### src/rtl/uart_tx.sv
// UART 8N1 transmitter for the host return link: a small write-only byte FIFO
// feeding a start/data/stop serialiser with a registered, glitch-free Tx line.
//
// state   | meaning
// --------+----------------------------------------------------------
// S_IDLE  | line high, waiting for a queued byte
// S_START | start bit (Tx=0) for one bit period
// S_DATA  | eight data bits, LSB first, one bit period each
// S_STOP  | stop bit (Tx=1); chains straight into S_START if more queued
module uart_tx #(
    parameter int CLK_FREQ   = 50000000,
    parameter int BAUD       = 9600,
    parameter int FIFO_DEPTH = 4
) (
    input  logic       CLK,
    input  logic       RST,
    input  logic [7:0] DATA,
    input  logic       WR,
    output logic       FULL,
    output logic       BUSY,
    output logic       OVF,
    output logic       Tx
);

    localparam int BAUD_DIV = CLK_FREQ / BAUD;
    localparam int CW       = (BAUD_DIV > 1) ? $clog2(BAUD_DIV) : 1;
    localparam int PW       = (FIFO_DEPTH > 1) ? $clog2(FIFO_DEPTH) : 1;
    localparam logic [CW-1:0] BAUD_LAST = CW'(BAUD_DIV - 1);
    localparam logic [PW:0]   CNT_FULL  = (PW + 1)'(FIFO_DEPTH);

    typedef enum logic [1:0] {
        S_IDLE  = 2'd0,
        S_START = 2'd1,
        S_DATA  = 2'd2,
        S_STOP  = 2'd3
    } state_t;

    state_t        state, state_d;
    logic [CW-1:0] baud_cnt, baud_d;
    logic [2:0]    bit_idx, bit_d;
    logic [7:0]    shift, shift_d;
    logic          tx_d;

    logic [7:0]    mem [FIFO_DEPTH];
    logic [PW-1:0] wr_ptr, rd_ptr;
    logic [PW:0]   count;
    logic          wr_en, pop, empty, last;

    assign empty = (count == '0);
    assign FULL  = (count == CNT_FULL);
    assign BUSY  = (state != S_IDLE) || !empty;
    // FULL is the pre-edge value, so a same-edge pop never makes room for a write
    assign wr_en = WR && !FULL;
    assign last  = (baud_cnt == BAUD_LAST);

    always_ff @(posedge CLK) begin
        if (wr_en) begin
            mem[wr_ptr] <= DATA;
        end
    end

    always_ff @(posedge CLK or posedge RST) begin
        if (RST) begin
            wr_ptr <= '0;
            rd_ptr <= '0;
            count  <= '0;
            OVF    <= 1'b0;
        end else begin
            if (wr_en) wr_ptr <= wr_ptr + PW'(1);
            if (pop)   rd_ptr <= rd_ptr + PW'(1);
            case ({wr_en, pop})
                2'b10:   count <= count + (PW + 1)'(1);
                2'b01:   count <= count - (PW + 1)'(1);
                default: count <= count;
            endcase
            if (WR && FULL) OVF <= 1'b1;
        end
    end

    always_ff @(posedge CLK or posedge RST) begin
        if (RST) begin
            state    <= S_IDLE;
            baud_cnt <= '0;
            bit_idx  <= '0;
            shift    <= '0;
            Tx       <= 1'b1;
        end else begin
            state    <= state_d;
            baud_cnt <= baud_d;
            bit_idx  <= bit_d;
            shift    <= shift_d;
            Tx       <= tx_d;
        end
    end

    always_comb begin
        state_d = state;
        baud_d  = baud_cnt + CW'(1);
        bit_d   = bit_idx;
        shift_d = shift;
        pop     = 1'b0;
        case (state)
            S_IDLE: begin
                baud_d = '0;
                if (!empty) begin
                    pop     = 1'b1;
                    shift_d = mem[rd_ptr];
                    state_d = S_START;
                end
            end
            S_START: begin
                if (last) begin
                    baud_d  = '0;
                    bit_d   = '0;
                    state_d = S_DATA;
                end
            end
            S_DATA: begin
                if (last) begin
                    baud_d = '0;
                    if (bit_idx == 3'd7) begin
                        state_d = S_STOP;
                    end else begin
                        shift_d = shift >> 1;
                        bit_d   = bit_idx + 3'd1;
                    end
                end
            end
            S_STOP: begin
                if (last) begin
                    baud_d = '0;
                    if (!empty) begin
                        pop     = 1'b1;
                        shift_d = mem[rd_ptr];
                        state_d = S_START;
                    end else begin
                        state_d = S_IDLE;
                    end
                end
            end
            default: begin
                state_d = S_IDLE;
                baud_d  = '0;
            end
        endcase
    end

    // Tx is computed from the next state so the line changes on the same edge as the FSM
    always_comb begin
        tx_d = 1'b1;
        case (state_d)
            S_START: tx_d = 1'b0;
            S_DATA:  tx_d = shift_d[0];
            default: tx_d = 1'b1;
        endcase
    end

endmodule

### config.mk
export PLATFORM = sky130hd
export DESIGN_NAME = uart_tx
export DESIGN_NICKNAME = d
export VERILOG_FILES = /design/src/rtl/uart_tx.sv
export SDC_FILE = /design/constraint.sdc
export NUM_CORES = 1
export LEC_CHECK = 0
export CORE_UTILIZATION = 45
export DETAILED_ROUTE_END_ITERATION = 10
export PLACE_DENSITY = 0.63
export SKIP_CTS_REPAIR_TIMING = 1
export SLEW_MARGIN = 30
export SYNTH_ARGS = -nofsm -noshare
export SYNTH_HDL_FRONTEND = slang
export SYNTH_SLANG_ARGS = --single-unit
### constraint.sdc
create_clock -name CLK -period 2.7 [get_ports CLK]
set_input_delay 0.27 -clock CLK [delete_from_list [all_inputs] [get_ports CLK]]
set_output_delay 0.27 -clock CLK [all_outputs]
set_load 0.1 [all_outputs]
==> results.json <==
{
  "path_delay_family": "simple AND/OR/NAND/NOR gates",
  "r2r-end": "count[2]",
  "synth_nets": 272,
  "slew_violations": 0,
  "dieWidth_um": 86.7,
  "slowest_delay_ns": 0.43,
  "routed_wirelength_mm": 5.62,
  "pin_count": 15,
  "grt_max_degree": 36,
  "r2r_start": "baud_cnt[8]",
  "slowest_stage": "dfrtp_1",
  "syn-cell-area_sq_um": 3230,
  "ir_worst_vdd_mv": 0.476,
  "start_util_pct": 47.0,
  "p_leak_nw": 1.51,
  "worstMarginPinSlew_ns": 0.495,
  "io_buffers": 14,
  "p_total_w": 0.00360,
  "grt_use_total_pct": 17.4,
  "relSlewSlack_pct": 66.5,
  "fp.dieH_um": 86.7,
  "cp.required_ns": 2.97,
  "cp_common_cell": "xor2_1",
  "final_cell_mix": "dfrtp_1 (34), edfxtp_1 (32), inv_1 (21), nor2_1 (17), buf_4 (14)",
  "fmax_ghz": 0.402,
  "path_max_fanout": 5,
  "hp-class": "in -> async",
  "rows": 30,
  "rsz0062_at_grt": "false",
  "critPathBufInv": 1,
  "worstRegToRegCells": 10,
  "worst_setup_path_end_kind": "flip-flop",
  "final-setup-viol-count": 0,
  "wl_per_cell_um": 15.0,
  "ff2ff_setup_slack_ns": 0.22,
  "min_period_ns": 2.48,
  "syn_to_final_growth_pct": 15.5,
  "grt_pass1_wl_mm": 9.76,
  "ctsLongestPathBuffers": 2,
  "hold_viol": 0,
  "crit_arrival_ns": 2.75,
  "clock_latency_ns": 0.34,
  "powerDensity_nw_per_um2": 966,
  "layout.cells.most_common": "dfrtp_1",
  "cap_violations": 0,
  "worst_clock_skew_ns": 0.00652,
  "yosys_warnings": 0,
  "clk_pin_slew_ns": 0.08,
  "ys_seq_area_share_pct": 57.0,
  "drt_iter0_markers": 79,
  "synth_edf_count": 32,
  "synth-seq-cells": 67,
  "htree_levels": 3,
  "drive_gt1_share_pct": 18.0,
  "cp-start-kind": "flip-flop",
  "status": "finished, final reports clean",
  "cts_tree": "built",
  "core_area_sq_um": 6870,
  "n_antenna_cell": 0,
  "drc": 0,
  "fin_crit_sh_pct": 92.0,
  "critPathKind": "reg -> reg",
  "grt_antenna_before_repair": 0,
  "synth_top_flop_cell": "dfrtp_1",
  "vias": 1958,
  "postLayoutCellArea_sq_um": 3720,
  "crit_chain": "nor4b_2 -> a41oi_1 -> or2_1 -> nor2_2 -> ha_2 -> inv_1 -> fa_1 -> xor2_1 -> nor2_1 -> xor2_1",
  "synthCells": 246,
  "dpl.hpwl_mm": 3.78,
  "cts_buffers": 9,
  "design.die.area_sq_um": 7510,
  "holdWs_ns": 0.329,
  "vias_per_cell": 5.24,
  "ant_nets": 0,
  "clockRootBuffer": "clkbuf_8",
  "synth-async-reset-ratio_pct": 52.2,
  "overflow": 0,
  "dpl_cell_area_sq_um": 3490,
  "place_ws_ns": 0.119,
  "yosysUniqueCellTypes": 53,
  "first_global_vias": 2001,
  "gp_congestion": 0.776,
  "finalWorstSetupSlack_ns": 0.215,
  "finalSetupTns_ns": 0,
  "cp_num_cells": 10,
  "finalNetCount": 299,
  "dr.pass1.iters": 4,
  "synth_area_per_cell_sq_um": 13.1,
  "cts_sinks": 67
}
## tightest hold or removal path, stage by stage
cell and delay, ns:
clkdlybuf4s50_1 0.40, inv_1 0.05, buf_4 0.39
## how the worst max path moves through the flow
stage,start,end
final,baud_cnt[8],count[2]
after global routing,baud_cnt[9],count[2]
after CTS,baud_cnt[0],count[2]
after detailed placement,baud_cnt[0],count[2]
after global placement,baud_cnt[0],count[2]
after floorplan,baud_cnt[0],count[2]
## logic make-up after synthesis
kind of cell / Yosys count / share of synthesized area, %
simple gates: 68 / 12.7
flops: 67 / 57.0
compound gates: 40 / 9.70
buf+inv: 29 / 3.69
xor+xnor: 16 / 4.34
fa+ha+maj: 15 / 6.05
mux: 11 / 6.52
## power by group
group | switching [W] | internal [W] | total [W]
Combinational | 0.000727 | 0.000516 | 0.00124
Clock | 0.000429 | 0.000442 | 0.000871
Sequential | 0.000160 | 0.00132 | 0.00148
## synth_stat cells (3+ instances only)
master / instances / area (sq um)
xnor2_1: 7 / 61.3
nand2_1: 10 / 37.5
nand4_1: 3 / 18.8
nand3_1: 5 / 25.0
nor3_1: 5 / 25.0
inv_1: 21 / 78.8
mux2i_1: 3 / 30.0
ha_1: 14 / 175
dfrtp_1: 34 / 851
o2bb2ai_1: 6 / 52.6
xor2_1: 9 / 78.8
a22o_1: 10 / 87.6
and2_1: 4 / 25.0
nor2_1: 18 / 67.6
o21ai_0: 5 / 25.0
edfxtp_1: 32 / 961
clkbuf_1: 5 / 18.8
mux4_2: 8 / 180
## stage by stage
stage	util [%]	instances
final	54.2	374
after detailed placement	50.8	355
after global placement	50.8	355
after CTS	53.8	371
after floorplan	-	246
after global routing	54.2	374
## state kept, by name, summed over array words and instances, names as in the netlist
register  flops
Tx            1
OVF           1
wr_ptr        2
bit_idx       3
baud_cnt     13
shift         8
mem          32
rd_ptr        2
count         3
state         2
## layout make-up
cell class | instances | area, sq um
fillers | 596 | 3140
flip-flops and latches | 67 | 1840
repair buffers | 24 | 205
clock buffers | 9 | 124
inverters | 21 | 78.8
multi-input cells | 150 | 1270
well taps | 96 | 120
clock inverters | 7 | 83.8
## metal layers
metal,up-vias,global-route usage (%),routed length (um)
li1,960,-,-
met1,972,22.9,2730
met2,18,27.6,2690
met3,8,3.14,113
met4,0,9.09,87
met5,-,0,0
Power figures use the tool's default switching activity.
